<file path="config.mk">
export PLATFORM = sky130hd
export DESIGN_NAME = div_sequencer
export DESIGN_NICKNAME = d
export VERILOG_FILES = /design/src/rtl/div_sequencer.sv
export SDC_FILE = /design/constraint.sdc
export NUM_CORES = 1
export LEC_CHECK = 0
export CAP_MARGIN = 20
export CORE_MARGIN = 4
export CORE_UTILIZATION = 64
export DETAILED_ROUTE_END_ITERATION = 8
export PLACE_DENSITY = 0.92
export SYNTH_ARGS = -nofsm -noshare
export SYNTH_HDL_FRONTEND = slang
export SYNTH_SLANG_ARGS = --single-unit
</file>
<file path="constraint.sdc">
create_clock -name clk -period 5.5 [get_ports clk]
set_input_delay 0.55 -clock clk [delete_from_list [all_inputs] [get_ports clk]]
set_output_delay 0.55 -clock clk [all_outputs]
set_load 0.02 [all_outputs]
</file>
<file path="src/rtl/div_sequencer.sv">
// Multi-cycle RV32M divide/remainder sequencer: radix-2 restoring divider that
// stalls the pipeline from acceptance until the result pulse.
//
// state | meaning
// IDLE  | waiting for a divide op; accepts when req_valid & ~flush
// PREP  | resolve special cases or load magnitudes and sign flags
// ITER  | one restoring shift/subtract step per cycle, DATA_WIDTH cycles
// FIX   | apply quotient/remainder signs for signed ops
// DONE  | result_valid pulse, pipeline released
module div_sequencer #(
  parameter int DATA_WIDTH = 32
) (
  input  logic                  clk,
  input  logic                  rst_n,
  input  logic                  flush,
  input  logic                  req_valid,
  input  logic [1:0]            div_op,
  input  logic [DATA_WIDTH-1:0] dividend,
  input  logic [DATA_WIDTH-1:0] divisor,
  output logic                  stall,
  output logic                  busy,
  output logic                  result_valid,
  output logic [DATA_WIDTH-1:0] result
);

  localparam int W  = DATA_WIDTH;
  localparam int CW = $clog2(DATA_WIDTH) + 1;
  localparam logic [W-1:0] MIN_NEG = {1'b1, {(W-1){1'b0}}};
  localparam logic [W-1:0] ALL_ONE = {W{1'b1}};

  typedef enum logic [2:0] {
    S_IDLE,
    S_PREP,
    S_ITER,
    S_FIX,
    S_DONE
  } state_t;

  state_t        state_q, state_d;
  logic [1:0]    op_q, op_d;
  logic [W-1:0]  dvd_q, dvd_d;
  logic [W-1:0]  dvs_q, dvs_d;
  logic [W-1:0]  rem_q, rem_d;
  logic [W-1:0]  quo_q, quo_d;
  logic [CW-1:0] cnt_q, cnt_d;
  logic          neg_quo_q, neg_quo_d;
  logic          neg_rem_q, neg_rem_d;
  logic [W-1:0]  result_q, result_d;

  logic          is_signed;
  logic [W-1:0]  dvd_abs, dvs_abs;
  logic [W:0]    rem_sh;
  logic [W+1:0]  diff;
  logic          fits;
  logic [W-1:0]  quo_fix, rem_fix;

  assign is_signed = ~op_q[0];
  assign dvd_abs   = (is_signed && dvd_q[W-1]) ? (~dvd_q + 1'b1) : dvd_q;
  assign dvs_abs   = (is_signed && dvs_q[W-1]) ? (~dvs_q + 1'b1) : dvs_q;

  // Shifted partial remainder can reach 2*divisor-1, so the compare needs a
  // borrow bit beyond the widened remainder.
  assign rem_sh  = {rem_q, quo_q[W-1]};
  assign diff    = {1'b0, rem_sh} - {2'b00, dvs_q};
  assign fits    = ~diff[W+1];
  assign quo_fix = neg_quo_q ? (~quo_q + 1'b1) : quo_q;
  assign rem_fix = neg_rem_q ? (~rem_q + 1'b1) : rem_q;

  always_comb begin
    state_d      = state_q;
    op_d         = op_q;
    dvd_d        = dvd_q;
    dvs_d        = dvs_q;
    rem_d        = rem_q;
    quo_d        = quo_q;
    cnt_d        = cnt_q;
    neg_quo_d    = neg_quo_q;
    neg_rem_d    = neg_rem_q;
    result_d     = result_q;
    stall        = 1'b0;
    busy         = 1'b1;
    result_valid = 1'b0;

    case (state_q)
      S_IDLE: begin
        busy = 1'b0;
        if (req_valid && !flush) begin
          stall   = 1'b1;
          op_d    = div_op;
          dvd_d   = dividend;
          dvs_d   = divisor;
          state_d = S_PREP;
        end
      end
      S_PREP: begin
        stall = 1'b1;
        if (flush) begin
          state_d = S_IDLE;
        end else if (dvs_q == '0) begin
          result_d = op_q[1] ? dvd_q : ALL_ONE;
          state_d  = S_DONE;
        end else if (is_signed && dvd_q == MIN_NEG && dvs_q == ALL_ONE) begin
          result_d = op_q[1] ? '0 : MIN_NEG;
          state_d  = S_DONE;
        end else begin
          quo_d     = dvd_abs;
          dvs_d     = dvs_abs;
          rem_d     = '0;
          cnt_d     = CW'(DATA_WIDTH);
          neg_quo_d = is_signed & (dvd_q[W-1] ^ dvs_q[W-1]);
          neg_rem_d = is_signed & dvd_q[W-1];
          state_d   = S_ITER;
        end
      end
      S_ITER: begin
        stall = 1'b1;
        if (flush) begin
          state_d = S_IDLE;
        end else begin
          rem_d = fits ? diff[W-1:0] : rem_sh[W-1:0];
          quo_d = {quo_q[W-2:0], fits};
          cnt_d = cnt_q - 1'b1;
          if (cnt_q == CW'(1)) state_d = S_FIX;
        end
      end
      S_FIX: begin
        stall = 1'b1;
        if (flush) begin
          state_d = S_IDLE;
        end else begin
          result_d = op_q[1] ? rem_fix : quo_fix;
          state_d  = S_DONE;
        end
      end
      S_DONE: begin
        // Pulse goes out even under flush; the consumer drops it.
        result_valid = 1'b1;
        state_d      = S_IDLE;
      end
      default: begin
        state_d = S_IDLE;
      end
    endcase
  end

  always_ff @(posedge clk or negedge rst_n) begin
    if (!rst_n) begin
      state_q   <= S_IDLE;
      op_q      <= '0;
      dvd_q     <= '0;
      dvs_q     <= '0;
      rem_q     <= '0;
      quo_q     <= '0;
      cnt_q     <= '0;
      neg_quo_q <= 1'b0;
      neg_rem_q <= 1'b0;
      result_q  <= '0;
    end else begin
      state_q   <= state_d;
      op_q      <= op_d;
      dvd_q     <= dvd_d;
      dvs_q     <= dvs_d;
      rem_q     <= rem_d;
      quo_q     <= quo_d;
      cnt_q     <= cnt_d;
      neg_quo_q <= neg_quo_d;
      neg_rem_q <= neg_rem_d;
      result_q  <= result_d;
    end
  end

  assign result = result_q;

endmodule
</file>
======== Word level (Yosys, flattened, before mapping) ========
Cells that the tools add are included.
word-level totals
  word-level logic and storage cells ...... 107
  register bits after elaboration ......... 173
  output and inout port bits .............. 35
  bits of input ports ..................... 70
operators by class
  add/subtract/negate cells ............... 6
  equal/unequal tests ..................... 16
  reduce and logical (&&, ||, !) cells .... 18
  multiplexer cells ....................... 45
  bitwise gates (word level) .............. 12
operator list
  cell                   count
  $mux 32                24
  $pmux 32 s2            4
  $add 32x1->32 const B  4
  $not 32->32            4
  $eq 32x32->1 const B   2
  $sub 33x32->34         1
  $logic_not 32->1       1
  $mux 6                 4
  $mux 3                 7
  $ne 2x2->1 const B     7
  $pmux 3 s4             1
  $pmux 6 s2             1
  $reduce_and 4->1       2
  $eq 3x2->1 const B     2
  $eq 6x1->1 const B     1
  $ne 3x3->1 const B     2
  $reduce_and 6->1       1
  $reduce_bool 2->1      3
  $sub 6x1->6 const B    1
  $logic_and 1x1->1      5
  $not 1->1              5
  $reduce_and 5->1       1
  $reduce_and 2->1       2
  $eq 3x1->1 const B     1
  8 further kinds        11

======== Logic depth before layout (Yosys ltp) ========
Gate-level depths: netlist of run 1.
  depth in word-level cells ............... 7
  mapped depth ............................ 14

======== Worst setup path after synthesis of run 1 ========
No wires, ideal clock.
  kind .................................... flip-flop to flip-flop
  start point ............................. register rem_q[0]
  end point ............................... register rem_q[20]
  path buffers ............................ 2
  stages on the path, launching flop included .. 12
  setup time .............................. 134 ps
  required time ........................... 5,366 ps
  slack ................................... 2,496 ps
  data arrival time ....................... 2,870 ps
  path through ............................ dfrtp_1 -> ha_1 -> nor2b_1 -> o2111ai_1 -> a2111oi_2 -> o21ai_1 -> a211o_1 -> nand3_1 -> buf_4 -> buf_1 -> mux2i_1 -> o21ai_0
between the ends
  cells in the longest elaborated chain, start to end .. 4
RTL lines
  item                      line  text
  start: declaration        43    logic [W-1:0] rem_q, rem_d;
  start signal: assignment  163   rem_q <= rem_d;
  $sub 33x32->34            64    assign diff = {1'b0, rem_sh} - {2'b00, dvs_q};
  $mux 32                   120   rem_d = fits ? diff[W-1:0] : rem_sh[W-1:0];
  $mux 32                   117   if (flush) begin
  $pmux 32 s2               84    case (state_q)
Every way passes these cells. The select of a mux whose other input is x is not followed.
A chain may end at the register's enable or synchronous reset.

======== Final worst setup path of run 1 ========
  start point ............................. register dvs_q[1]
  end point ............................... register rem_q[10]
between the ends
  cells in the longest elaborated chain, start to end .. 4
RTL lines
  item                                             line      text
  start: declaration                               42        logic [W-1:0] dvs_q, dvs_d;
  start signal: assignment                         162       dvs_q <= dvs_d;
  $sub 33x32->34 or $eq 32x32->1 (tied branches)   64, 102
  $mux 32 or $logic_and 1x1->1 (tied branches)     120, 102
  $mux 32 or $ne 2x2->1 (tied branches)            --
  $pmux 32 s2 or $reduce_and 5->1 (tied branches)  --
Parallel ways exist; a longest one is shown, timed or not. The select of a mux whose other input is x is not followed.

==> run summary, run 1 <==
Outcome - completed
Most common cell after layout, fill and taps aside - nand2_1
Via count - 12740
CP max FO - 40
Die width - 147.2 um
Core area - 0.01889 mm^2
Number of flops mapped to enable cells by yosys - 0
Maximum number of pins on one net before global-route repair - 72
P_int - 3.170 mW
Clock power frac - 22.5%
Via density - 6.782
Crit-path slowest cell - o21a_2
Power Density - 394.8 mW/mm^2
Tcrit/Tclk final - 71.06%
RSZ-0062 raised after global routing - no
NetSw - 2.425 mW
# IOs - 105
Max_cap viols - 0
Leak - 6.154 nW
Max VDD drop - 0.2161 mV
Required time worst endpoint - 5.85 ns
Final Hold Viols - 0
Syn_area_per_cell - 7.975 um^2
Reg-to-reg startpoint - dvs_q[1]
Largest family of logic cells by synthesized area - compound AO/OA/AOI/OAI gates
Commonest cells after routing, fill and taps aside - nand2_1 (271), dfrtp_1 (173), o21ai_0 (144), clkdlybuf4s50_1 (103), a21oi_1 (98)
Max frequency - 255.9 MHz
Sequential power share - 38.1%
Drt wl/cell - 21.02 um
Synth cell types - 77
Area growth syn-to-layout - 14.19%
Comb pwr share - 39.4%
Fin util - 75.00%
Sw Ratio - 43.34%
Total Routing Usage GR - 35.64%
Worst-skew pair later-pin latency - 0.44 ns
Cells along the critical path - inv_1 > ha_1 > or3b_2 > nor3_1 > and4_1 > and4_1 > o21a_2 > buf_16 > buf_4 > nand2_1 > o21ai_0
Post CTS Setup Buffer Count - 0
CTS tree - built
Final ANT Viol Nets - 0
Multiplexer area fraction after synthesis - 2.097%
CTS Buf Count - 17
Clock root cell - clkbuf_16
Pwr Total - 5.594 mW
Most used DFF post-synth - dfrtp_1
Critical Path AT - 4.26 ns
Post-Syn Area - 0.01241 mm^2
Reg clk slew, reported paths - 0.07 ns
Yosys warnings - 0
Slowest cell delay on critical path - 0.68 ns
Synth Instances - 1556
Seq/Total Area, Yosys - 34.89%
Setup CP Type - reg2reg
Initial drt markers - 1801
R2R depth - 11
Crit-path most repeated cell - and4_1
Setup TNS - 0 ns
Detailed Route WL - 39.47 mm
CP startpoint - dvs_q[1]
Port buffer count - 104
Reg2Reg Setup Slack - 1.59 ns
Startpoint Class - flop
Fin nets - 1715
Post-synth ARST share - 100.0%
Syn Nets - 1666
H-tree Lvls - 4
Final max-slew violation count - 0
Initial Util - 65.68%
CTS Sinks - 173
Quantity of hold-fixing buffers added after cts - 0
Core Rows - 50
Final setup viols - 0
Antenna diodes - 0
Hpwl dp - 28.31 mm
Die H - 147.2 um
Setup crit end kind - flop
First-pass GRT wire length - 61.93 mm
GRT overflow - 0
Share of layout cells above drive strength 1 - 4.697%
Reg-to-reg endpoint - rem_q[10]
TritonRoute pass-1 iters - 6
Remaining DRCs - 0
Class of the worst hold path - in2async
Clock Path Buffers - 2
Clock Skews - 0.01477 ns
Number of global-route vias before repair - 11470
Synth Area in XOR/XNOR - 8.187%
Post-synthesis register bit count - 173
Tmin final - 3.908 ns
Post-synthesis simple-gate area fraction - 20.94%
Synth Area in Adders - 4.094%
Post-CTS sizing - 0
Compound-Gate Fraction of Synth Area - 24.74%
Antenna violations before repair - 0
Die area - 0.02168 mm^2
Relative slew margins - 27.01%
Placer Congestion - 0.9845
Worst slew pin tran - 1.092 ns
==> flip-flops by register name, indices dropped and copies added, names as in the netlist <==
| register | count |
|---|---|
| cnt_q | 6 |
| dvs_q | 32 |
| op_q | 2 |
| rem_q | 32 |
| quo_q | 32 |
| neg_rem_q | 1 |
| state_q | 3 |
| neg_quo_q | 1 |
| result | 32 |
| dvd_q | 32 |
==> power by group through the flow <==
stage | clock, mW | combinational (mW) | sequential, mW
finish | 1.26 | 2.20 | 2.13
floorplan | 0 | 1.49 | 2.00
global route | 1.31 | 2.39 | 2.17
detailed placement | 0 | 2.10 | 2.11
CTS | 1.25 | 2.14 | 2.09
global placement | 0 | 2.04 | 2.09
==> layer usage <==
| layer | wire length [um] | global-route usage [%] | share of wire, % | vias up |
|---|---|---|---|---|
| li1 | - | - | - | 5718 |
| met1 | 16560 | 52.59 | 42 | 5998 |
| met2 | 17160 | 52.14 | 43 | 930 |
| met3 | 4878 | 9.685 | 12 | 91 |
| met4 | 874 | 9.413 | 2.2 | 0 |
| met5 | 0 | 0 | 0 | - |
==> critical path, delay by kind of cell, from the launching register on <==
kind / cells / cell delay, ns
fa+ha+maj: 1 / 0.22
simple gates: 5 / 1.72
compound gates: 2 / 0.78
buf+inv: 3 / 0.68
flops: 1 / 0.42
==> synth_stat cells (all sizes together), types with 6 or more instances <==
master,number,area share (%)
dfrtp,173,35
nand2b,11,0.55
o311ai,6,0.48
a211oi,8,0.48
xor2,55,3.9
nor4,8,0.45
nor2,92,2.8
nand2,271,8.2
o211ai,25,1.5
o31ai,31,1.9
nor3,45,1.9
buf,19,1.0
xnor2,61,4.3
and2,8,0.40
clkbuf,72,2.2
or3,13,0.78
a31oi,25,1.3
o21ai,171,6.9
or4,18,1.2
mux2i,26,2.1
o22ai,20,1.0
and3,12,0.60
ha,39,3.9
a32oi,7,0.49
inv,59,1.8
a21oi,99,4.0
a22oi,10,0.60
o41ai,19,1.3
o21a,7,0.42
nand4,14,0.71
a21o,21,1.3
nand3,38,1.5
==> logic make-up (layout without fill, tap and decap cells) <==
logic type / count (synthesis) / in the layout
compound gates: 491 / 491
xor+xnor: 116 / 116
fa+ha+maj: 40 / 40
buf+inv: 151 / 213
flops: 173 / 173
mux: 26 / 26
simple gates: 559 / 559
==> per-stage QoR <==
stage               instance area, um^2  setup slack (ns)  instances  hold WS (ns)
CTS                               14120             1.489       1875        0.1443
detailed placement                13510             1.522       1843        0.4693
global placement                  13510             1.640       1843        0.4612
global route                      14170             1.403       1878        0.1665
finish                            14170             1.592       1878        0.1244
floorplan                         12410             2.496       1556        0.2544
==> area by class of cell <==
| type | instances | area, um^2 |
|---|---|---|
| tap | 260 | 325.3 |
| clock inverter | 14 | 171.4 |
| inverter | 60 | 225.2 |
| fill | 1395 | 4723 |
| sequential | 173 | 4329 |
| multi-input combinational | 1232 | 7482 |
| timing repair buffer | 121 | 1197 |
| clock buffer | 18 | 439.2 |
==> worst max-delay path by stage <==
stage                end  slack [ns]  cells past startpoint
2_1_floorplan  rem_q[20]        2.50                     11
3_3_place_gp   rem_q[17]        1.64                     10
3_5_place_dp   rem_q[10]        1.52                     10
4_1_cts        rem_q[10]        1.49                     10
5_1_grt         rem_q[7]        1.40                     11
6_report       rem_q[10]        1.59                     11
Note: power is estimated with default switching activity, not from simulation.
==> run 2: changes to the inputs <==
Settings changed: CORE_UTILIZATION 64 to 60, PLACE_DENSITY 0.92 to 0.87.
Clock period 5.5 ns to 3.9 ns, I/O delays scaled along.
==> run 2 against run 1 <==
Net effect:
- sequential share of layout area shrank 0.20 points
- die area grew 6.3%
- clock skew shrank 0.0050 ns
- critical endpoint is now cnt_q[5]
- critical path depth is the same
- global-route usage shrank 2.8 points
- worst setup slack lost 1.1 ns
- highest routed layer is now met5
- non-clock buffer count grew 11
- fmax grew 13%
- first-iteration DRC count shrank 11%
==> run summary, run 2 (synthesis results as in run 1) <==
Reg-to-reg startpoint - dvs_q[1]
Setup CP Type - reg2reg
Most common cell after layout, fill and taps aside - nand2_1
Fillers - 1647 (+18%)
Remaining DRCs - 0 (unchanged)
Detailed Route WL - 38.83 mm (-1.6%)
Leak - 6.212 nW (+0.94%)
Final max-slew violation count - 0 (unchanged)
CTS tree - built
Setup crit end kind - flop
Initial drt markers - 1605 (-11%)
Clock Path Buffers - 2 (unchanged)
Post CTS Setup Buffer Count - 0 (unchanged)
Area growth syn-to-layout - 14.94%
Startpoint Class - flop
Antenna diodes - 0 (unchanged)
Maximum number of pins on one net before global-route repair - 106 (+47%)
Power Density - 552.3 mW/mm^2 (+40%)
Initial Util - 61.13% (-4.6 points)
P_int - 4.562 mW (+44%)
Tmin final - 3.457 ns (-0.4510 ns)
Outcome - completed
Antenna violations before repair - 3 (+3)
Core Rows - 52 (+4.0%)
Drt wl/cell - 20.45 um (-2.7%)
Clock Skews - 0.009818 ns (-0.004950 ns)
Via count - 12510 (-1.8%)
Clock root cell - clkbuf_16
Clock power frac - 22.9% (+0.4 points)
Sequential power share - 37.7% (-0.4 points)
Reg-to-reg endpoint - cnt_q[5]
Tcrit/Tclk final - 88.65% (+18 points)
Setup TNS - 0 ns (unchanged)
Final setup viols - 0 (unchanged)
Max frequency - 289.3 MHz (+13%)
Reg2Reg Setup Slack - 0.44 ns (-1.15 ns)
Core area - 0.02030 mm^2 (+7.4%)
CP max FO - 41 (+2.5%)
H-tree Lvls - 4 (unchanged)
Total Routing Usage GR - 32.84% (-2.8 points)
Port buffer count - 104 (unchanged)
Final Hold Viols - 0 (unchanged)
Required time worst endpoint - 4.27 ns (-1.58 ns)
R2R depth - 11 (unchanged)
Sw Ratio - 42.09% (-1.2 points)
Share of layout cells above drive strength 1 - 5.279% (+0.58 points)
Reg clk slew, reported paths - 0.07 ns (about the same)
Quantity of hold-fixing buffers added after cts - 0 (unchanged)
Max_cap viols - 0 (unchanged)
Worst-skew pair later-pin latency - 0.44 ns (about the same)
Number of global-route vias before repair - 11490 (+0.15%)
Multi-input gate area - 0.007482 mm^2 (unchanged)
Final ANT Viol Nets - 0 (unchanged)
Comb pwr share - 39.4% (about the same)
TritonRoute pass-1 iters - 8 (+2)
Class of the worst hold path - in2async
Fin nets - 1726 (+0.64%)
Worst slew pin tran - 1.121 ns (+0.02934 ns)
Die area - 0.02305 mm^2 (+6.3%)
Commonest cells after routing, fill and taps aside - nand2_1 (271), dfrtp_1 (173), o21ai_0 (144), clkdlybuf4s50_1 (103), a21oi_1 (98)
Die H - 151.8 um (+3.1%)
Max VDD drop - 0.3656 mV (+69%)
Hpwl dp - 28.20 mm (-0.38%)
RSZ-0062 raised after global routing - no
CTS Buf Count - 17 (unchanged)
Register Area - 0.004329 mm^2 (unchanged)
Final Hold Slack - 0.06638 ns (-0.05800 ns)
NetSw - 3.316 mW (+37%)
# IOs - 105 (unchanged)
Post-CTS sizing - 0 (unchanged)
Placer Congestion - 0.9630 (-2.2%)
Via density - 6.587 (-2.9%)
Die width - 151.8 um (+3.1%)
GRT overflow - 0 (unchanged)
Relative slew margins - 23.32% (-3.7 points)
Critical Path AT - 3.82 ns (-0.44 ns)
CTS Sinks - 173 (unchanged)
First-pass GRT wire length - 61.55 mm (-0.61%)
==> run 2: cell count changes in the layout (fill, tap and decap cells not counted) <==
cell | previous run | this run
clkbuf_8 | 1 | 0
buf_16 | 1 | 0
inv_6 | 2 | 3
buf_8 | 1 | 0
clkinv_8 | 2 | 0
inv_8 | 6 | 2
clkbuf_1 | 0 | 1
buf_4 | 15 | 26
clkinv_4 | 1 | 3
bufinv_16 | 1 | 3
clkinv_2 | 0 | 2
clkinvlp_4 | 2 | 1
buf_12 | 0 | 2
==> run 2: cell type report <==
cell class | instances | area share [%]
tap | 270 | 2.368
inverter | 60 | 1.579
multi-input combinational | 1232 | 52.46
sequential | 173 | 30.35
timing repair buffer | 132 | 8.956
clock inverter | 14 | 1.281
clock buffer | 18 | 3.009
==> run 2: worst max path at each step <==
stage	startpoint	endpoint	slack (ns)	depth (start not counted)
finish	dvs_q[1]	cnt_q[5]	0.44	11
detailed placement	dvs_q[1]	cnt_q[5]	0.54	11
CTS	dvs_q[1]	cnt_q[5]	0.51	11
global route	dvs_q[1]	cnt_q[5]	0.16	11
floorplan	rem_q[0]	rem_q[20]	0.90	11
global placement	dvs_q[1]	cnt_q[5]	0.63	11
==> run 2: power groups by stage <==
stage	combinational (mW)	sequential [mW]	clock (mW)
finish	3.10	2.97	1.80
global route	3.40	3.03	1.89
CTS	3.03	2.93	1.81
detailed placement	3.00	2.96	0
global placement	2.92	2.93	0
floorplan	2.10	2.82	0
==> run 2: through the flow <==
stage / utilization (%) / setup WS (ns) / total power [mW] / instances / area [um^2]
final: 70.27 / 0.4428 / 7.878 / 1899 / 14260
after global routing: 70.27 / 0.1576 / 8.323 / 1899 / 14260
after CTS: 70.27 / 0.5117 / 7.777 / 1899 / 14260
after detailed placement: 67.25 / 0.5405 / 5.961 / 1867 / 13650
after global placement: 67.25 / 0.6329 / 5.844 / 1867 / 13650
after floorplan: - / 0.8957 / 4.920 / 1556 / 12410
==> run 2: critical path, cell delays in order (launching register included) <==
cell and delay (ns):
dfrtp_1 0.41, inv_1 0.16, ha_1 0.22, or3b_2 0.49, nor3_1 0.33, and4_1 0.38, and4_1 0.42, o21a_2 0.21
buf_4 0.36, nor3_1 0.10, and3_1 0.19, o21ai_1 0.10
==> run 2: layer usage <==
layer | track usage, % | wire, um | vias to the layer above
met5 | 0 | 36 | -
met4 | 9.632 | 1060 | 6
met3 | 8.987 | 4648 | 110
met2 | 48.18 | 16650 | 819
met1 | 47.86 | 16430 | 5859
li1 | - | - | 5714
==> run 3: changes to the inputs <==
Settings changed: SETUP_SLACK_MARGIN set to 0.2.
==> run 3 against run 2 <==
Net effect:
- combinational power is essentially flat
- critical path depth shrank 3
- non-clock buffer count is the same
- fmax grew 3.2%
- worst hold slack gained 0.0046 ns
- critical path type unchanged
- critical endpoint is now dvs_q[23]
==> run summary, run 3 (synthesis results as in run 1) <==
Antenna violations before repair - 3 (unchanged)
Hpwl dp - 28.20 mm (unchanged)
Outcome - completed
Most common cell after layout, fill and taps aside - nand2_1
Number of global-route vias before repair - 11490 (unchanged)
Initial Util - 61.13% (unchanged)
H-tree Lvls - 4 (unchanged)
Startpoint Class - flop
Setup CP Type - reg2reg
Total Routing Usage GR - 32.84% (unchanged)
CP bufs+invs - 0 (-2)
Antenna diodes - 0 (unchanged)
Slowest cell delay on critical path - 0.54 ns (+0.05 ns)
CP top delay family - simple AND/OR/NAND/NOR gates
TritonRoute pass-1 iters - 6 (-2)
Final max-slew violation count - 0 (unchanged)
Die area - 0.02305 mm^2 (unchanged)
Worst slew pin tran - 1.126 ns (+0.004440 ns)
Non-filler cells, final - 1899 (unchanged)
Power Density - 551.8 mW/mm^2 (about the same)
Share of layout cells above drive strength 1 - 5.341% (+0.061 points)
Die H - 151.8 um (unchanged)
Commonest cells after routing, fill and taps aside - nand2_1 (271), dfrtp_1 (173), o21ai_0 (144), clkdlybuf4s50_1 (103), a21oi_1 (98)
RSZ-0062 raised after global routing - no
Required time worst endpoint - 4.23 ns (-0.04 ns)
Core area - 0.02030 mm^2 (unchanged)
Clock Skews - 0.008842 ns (-0.0009751 ns)
Reg2Reg Setup Slack - 0.55 ns (+0.11 ns)
Critical Path AT - 3.68 ns (-0.14 ns)
CTS Sinks - 173 (unchanged)
Clock Path Buffers - 2 (unchanged)
Final Hold Viols - 0 (unchanged)
Max_cap viols - 0 (unchanged)
Area growth syn-to-layout - 14.98% (about the same)
Clock root cell - clkbuf_16
Final instance area - 0.01427 mm^2 (about the same)
Core Rows - 52 (unchanged)
Drt wl/cell - 20.43 um (about the same)
Class of the worst hold path - in2async
Leak - 6.213 nW (about the same)
Setup crit end kind - flop
Tmin final - 3.351 ns (-0.1062 ns)
Worst-skew pair later-pin latency - 0.44 ns (about the same)
Placed Area - 0.01365 mm^2 (unchanged)
Reg-to-reg endpoint - dvs_q[23]
Fin nets - 1726 (unchanged)
# IOs - 105 (unchanged)
Reg-to-reg startpoint - dvd_q[3]
Final ANT Viol Nets - 0 (unchanged)
Pwr Total - 7.874 mW (about the same)
Max VDD drop - 0.3688 mV (+0.87%)
Die width - 151.8 um (unchanged)
R2R depth - 8 (-3)
Setup TNS - 0 ns (unchanged)
CP max FO - 32 (-22%)
First-pass GRT wire length - 61.55 mm (unchanged)
Maximum number of pins on one net before global-route repair - 106 (unchanged)
GRT overflow - 0 (unchanged)
Via count - 12490 (-0.11%)
Reg clk slew, reported paths - 0.07 ns (about the same)
Max frequency - 298.4 MHz (+3.2%)
Placer Congestion - 0.9630 (unchanged)
Initial drt markers - 1596 (-0.56%)
CTS tree - built
Final setup viols - 0 (unchanged)
Port buffer count - 104 (unchanged)
Remaining DRCs - 0 (unchanged)
Cells along the critical path - nor4_2 > nand4b_1 > or3_4 > nor3_2 > nor2_1 > a21o_1 > o21a_1 > o22a_1
Tcrit/Tclk final - 85.92% (-2.7 points)
Detailed Route WL - 38.80 mm (about the same)
CTS Buf Count - 17 (unchanged)
DP Cell Count - 1867 (unchanged)
Relative slew margins - 23.02% (-0.30 points)
Crit-path slowest cell - or3_4
Via density - 6.579 (-0.11%)
## run 3: cell counts in the layout (fill, tap and decap cells not counted)
Identical to the previous run, type by type.
## run 3: how the worst max path moves through the flow
stage | startpoint | endpoint | slack (ns) | depth (start not counted)
floorplan | rem_q[0] | rem_q[20] | 0.90 | 11
global placement | dvs_q[1] | cnt_q[5] | 0.63 | 11
detailed placement | dvs_q[1] | cnt_q[5] | 0.54 | 11
CTS | dvs_q[1] | cnt_q[5] | 0.51 | 11
global route | dvs_q[1] | cnt_q[5] | 0.34 | 11
finish | dvd_q[3] | dvs_q[23] | 0.55 | 8
## run 3: metrics by stage
stage	util, %	setup WS [ns]	hold WS [ns]
3_5_place_dp	67.25	0.5405	0.4719
4_1_cts	70.27	0.5117	0.1181
3_3_place_gp	67.25	0.6329	0.4615
6_report	70.29	0.5490	0.07094
2_1_floorplan	-	0.8957	0.09441
5_1_grt	70.29	0.3352	0.1610
## run 3: cell type report
class	count	area, um^2
tap	270	337.8
inverter	60	225.2
sequential	173	4329
clock inverter	14	182.7
timing repair buffer	132	1277
clock buffer	18	429.2
fill	1646	6031
multi-input combinational	1232	7487
## run 3: what timing repair did
item / in CTS / in global routing
hold buffers: 0 / 0
resized for setup: 0 / 1
setup endpoints to repair: 0 / 3
setup buffers: 0 / 0
## run 3: power breakdown
group / internal (mW) / total, mW / leakage, nW / switching, mW
sequential: 2.25 / 2.97 / 2.21 / 0.719
combinational: 1.29 / 3.10 / 3.71 / 1.81
clock: 1.02 / 1.80 / 0.299 / 0.781
total: 4.56 / 7.87 / 6.21 / 3.31
## run 3: worst register-to-register path: cells and delay by family (launching register included)
family	cells	cell delay, ns
simple gates	5	1.82
compound gates	3	0.97
flops	1	0.45
## run 3: layer usage
layer / up-vias / GRT usage (%) / wire length, um
met5: - / 0 / 34
met3: 102 / 8.987 / 4698
li1: 5711 / - / -
met2: 815 / 48.18 / 16730
met4: 6 / 9.632 / 983
met1: 5860 / 47.86 / 16350
